**config.mk**
```make
export PLATFORM = sky130hd
export DESIGN_NAME = icache_fill_ctrl
export DESIGN_NICKNAME = d
export VERILOG_FILES = /design/src/rtl/icache_fill_ctrl.sv
export SDC_FILE = /design/constraint.sdc
export NUM_CORES = 1
export LEC_CHECK = 0
export CORE_UTILIZATION = 41
export CTS_BUF_LIST = sky130_fd_sc_hd__clkbuf_16
export CTS_CLUSTER_SIZE = 12
export DETAILED_ROUTE_END_ITERATION = 6
export GPL_TIMING_DRIVEN = 0
export SLEW_MARGIN = 20
export SYNTH_ARGS = -nofsm -noshare
export SYNTH_HDL_FRONTEND = slang
export SYNTH_SLANG_ARGS = --single-unit
```
**constraint.sdc**
```tcl
create_clock -name clk -period 4.55 [get_ports clk]
set_clock_uncertainty 0.05 [all_clocks]
set_input_delay 0.91 -clock clk [delete_from_list [all_inputs] [get_ports clk]]
set_output_delay 0.91 -clock clk [all_outputs]
set_load 0.005 [all_outputs]
```
**src/rtl/icache_fill_ctrl.sv**
```systemverilog
// Direct-mapped read-only instruction cache, 8 lines x 4 words x 16 bits, with a word-serial line fill.
// Hits answer in the request cycle; a miss stalls fetch while words 0..3 are fetched in order, then responds.
module icache_fill_ctrl (
  input  logic        clk,
  input  logic        rst,
  input  logic [15:0] Addr,
  input  logic        Rd,
  input  logic        Wr,
  output logic [15:0] DataOut,
  output logic        Done,
  output logic        Stall,
  output logic        CacheHit,
  output logic        err,
  output logic        mem_req,
  output logic [15:0] mem_addr,
  input  logic        mem_ack,
  input  logic [15:0] mem_rdata
);

  typedef enum logic [1:0] {IDLE, FILL, RESP} state_t;

  state_t      state_q, state_d;
  logic [1:0]  fill_cnt_q, fill_cnt_d;
  logic [15:1] req_addr_q, req_addr_d;
  logic [7:0]  valid_q, valid_d;
  logic        quiet_q;
  logic [9:0]  tag_q  [8];
  logic [15:0] data_q [8][4];

  logic [2:0]  idx, req_idx;
  logic [1:0]  off, req_off;
  logic        lookup_hit, rd_legal, active;
  logic        fill_we, tag_we;

  assign idx        = Addr[5:3];
  assign off        = Addr[2:1];
  assign req_idx    = req_addr_q[5:3];
  assign req_off    = req_addr_q[2:1];
  assign lookup_hit = valid_q[idx] && (tag_q[idx] == Addr[15:6]);
  assign rd_legal   = Rd && !Wr && !Addr[0];
  // The cycle after reset is kept silent so no request is accepted before outputs settle.
  assign active     = !rst && !quiet_q;

  always_comb begin
    state_d    = state_q;
    fill_cnt_d = fill_cnt_q;
    req_addr_d = req_addr_q;
    valid_d    = valid_q;
    fill_we    = 1'b0;
    tag_we     = 1'b0;
    DataOut    = 16'h0000;
    Done       = 1'b0;
    Stall      = 1'b0;
    CacheHit   = 1'b0;
    err        = 1'b0;
    mem_req    = 1'b0;
    mem_addr   = 16'h0000;
    if (active) begin
      case (state_q)
        IDLE: begin
          if (Wr || (Rd && Addr[0])) begin
            err = 1'b1;
          end else if (rd_legal) begin
            if (lookup_hit) begin
              Done     = 1'b1;
              CacheHit = 1'b1;
              DataOut  = data_q[idx][off];
            end else begin
              Stall      = 1'b1;
              state_d    = FILL;
              req_addr_d = Addr[15:1];
              fill_cnt_d = 2'd0;
            end
          end
        end
        FILL: begin
          Stall    = 1'b1;
          mem_req  = 1'b1;
          mem_addr = {req_addr_q[15:3], fill_cnt_q, 1'b0};
          if (mem_ack) begin
            fill_we    = 1'b1;
            fill_cnt_d = fill_cnt_q + 2'd1;
            if (fill_cnt_q == 2'd3) begin
              tag_we           = 1'b1;
              valid_d[req_idx] = 1'b1;
              state_d          = RESP;
            end
          end
        end
        RESP: begin
          Done    = 1'b1;
          DataOut = data_q[req_idx][req_off];
          state_d = IDLE;
        end
        default: state_d = IDLE;
      endcase
    end
  end

  always_ff @(posedge clk) begin
    if (rst) begin
      state_q    <= IDLE;
      fill_cnt_q <= 2'd0;
      req_addr_q <= '0;
      valid_q    <= 8'h00;
      quiet_q    <= 1'b1;
    end else begin
      state_q    <= state_d;
      fill_cnt_q <= fill_cnt_d;
      req_addr_q <= req_addr_d;
      valid_q    <= valid_d;
      quiet_q    <= 1'b0;
    end
  end

  // Data and tag storage need no reset; the valid bits guard them.
  always_ff @(posedge clk) begin
    if (fill_we) data_q[req_idx][fill_cnt_q] <= mem_rdata;
    if (tag_we)  tag_q[req_idx] <= req_addr_q[15:6];
  end

endmodule

```
==> run metrics <==
CTS tree yes; Die Area 69900 sq um; Synth Cell Area 28200 sq um; die width 264 microns; Layout area overhead 17.8%; Hold Path Origin valid_q[4]; post-route setup slack 49.4 ps; worst reg-to-reg path cell count 7; gr ovfl total 0; worst hold margin 424 ps; # H-tree levels 3; reg2reg end tag_q[0][1]; fin crit period 4500 ps; worst slew pin tran 1170 ps; Warnings, synthesis 0; final WL 85.9 mm; syn_nets 1388; via density per instance 6.27; layout net count 1577; routability cong. 0.980; fmax 0.222 GHz; # Max-Cap Violations 0; via count 15400; Max IR drop VDD 262 uV; Root Buffer clkbuf_16; share of cells above drive strength 1 41.7%; Hold Violations, Final 0; synth unique cells 42; P_leak 0.0105 uW; Mapped Cells 1347; Setup WS pre-CTS -2200 ps; commonest cells in the netlist edfxtp_1, mux4_2, nor2_1; footprint of the multi-input gates 9690 sq um; r2r setup slk 1100 ps; Power Density 364 nW/um^2; Cell Count, Final, Fillers Out 2458; Post-synth EDFFs 592; vias in the first global route 15600; FF+latch count, synth 623; Slew Limit Fails 0; Seq/Total Area, Yosys 65.2%; post-synthesis average cell area 21.0 sq um; DP HPWL 60.3 mm; Site Rows 95; clock tree sinks 623; Clock transition at path regs 60 ps; post-route ant nets 0; first-pass GRT wire length 120 mm; Hold Path End valid_q[4]; Core ar. 67600 sq um; Arrival @ worst endpoint 3540 ps; placed insts 2316; fillers 5433; Routed wire per std cell 35.0 microns; RR Startpoint state_q[0]; largest area contributor in the netlist edfxtp_1; Max Root-Sink Buffers 3; IO buf count 69; status complete, no violations; Final Power 12100 uW; Initial Util 41.7%; GRT Overall Usage 25.0%; Post-synth top flop edfxtp_1; worst skew pair latency 620 ps; Synth area leaders edfxtp_1, mux4_2, dfxtp_1; Worst slew margin 22.3%; startpoint types register; largest net degree at the start of global routing 33; WHS Path Cells 2; initial antenna violation count 9; CP Data Required Time 3590 ps; Starting DRT DRC Count 1882; Die Height 264 microns; n_diodes 0; CP max FO 10; drt pass-1 iters 5; Ports 74; # DRC 0; Hold Buf Count CTS 0; Setup CP Type register to output pin; Final Setup Violations 0; FF/Latch Area 18400 sq um; Core Util, Final 49.2%; Yosys top cell area share 63.0%; final worst-path cycle share 98.9%; top-count cell post-synth edfxtp_1; total CTS buffers 68; Setup crit end kind output pin; worst min-delay path class register to register; Post-synth ARST share 0%
==> layout make-up <==
type                            count  area share (%)
Clock inverter                     51            1.02
Buffer                            102            2.66
Sequential cell                   623            55.3
Multi-Input combinational cell    618            29.1
Tap cell                          873            3.28
Inverter                            3          0.0338
Timing Repair Buffer              120            3.47
Clock buffer                       68            5.11
==> power by group <==
group	total, uW	internal, uW	switching (uW)
logic	706	298	408
registers	6270	6260	4.29
clock network	5130	2850	2280
total	12100	9410	2700
==> sequential cells by signal, indices dropped and copies added (netlist names), named ones only <==
name,cells
state_q,2
valid_q,8
tag_q,80
req_addr_q,15
data_q,512
quiet_q,1
fill_cnt_q,2
==> worst max path at each step <==
| stage | end | slack [ps] |
|---|---|---|
| detailed placement | DataOut[14] | -2200 |
| floorplan | DataOut[10] | 480 |
| global route | DataOut[12] | -6 |
| global placement | DataOut[13] | -2110 |
| CTS | DataOut[3] | -80 |
| finish | DataOut[12] | 50 |
==> placed cells by master, fill, tap and decap left out, drive strengths merged, types with 28 or more instances in the layout <==
cell type and count:
o21ai 33, clkbuf 128, dfxtp 31, mux2i 32, clkdlybuf4s50 32, edfxtp 592, inv 28, mux4 338
nor2 63, buf 111
==> routing by layer <==
layer  vias to the layer above  global-route usage, %  wire (microns)
li1                       6200                      -               -
met1                      8339                   34.5           34200
met2                       744                   38.6           40400
met3                       133                   6.24            7980
met4                         2                   9.43            3350
met5                         -                      0              14
==> timing repair <==
item | CTS | global route
pin swaps | 9 | 2
resized for setup | 260 | 13
gates cloned | 2 | 0
endpoints found under the setup margin | 19 | 7
setup buffers | 18 | 4
==> cells by family after synthesis <==
logic type,synth area share (%)
muxes,28.7
xor gates and xnor gates,0.248
AOI/OAI and AO/OA,1.21
DFF,65.2
and+or+nand+nor,2.79
other,0.0133
adders and majority gates,0.177
buffers and inverters,1.65
==> per-stage QoR <==
| stage | TNS (ps) | cell area (sq um) |
|---|---|---|
| floorplan | 0 | 28200 |
| global placement | -121050 | 30000 |
| detailed placement | -38930 | 30400 |
| CTS | -84.0 | 33200 |
| global route | -6.13 | 33300 |
| finish | 0 | 33300 |
==> critical path, cell delays in order, from the launching register on <==
cell and delay, ps:
dfxtp_1 390, clkbuf_4 330, buf_6 260, mux4_2 620, mux4_2 550, mux2_2 290, nand2_1 110, o21ai_4 80
dlygate4sd2_1 270
Note: power is estimated with default switching activity, not from simulation.
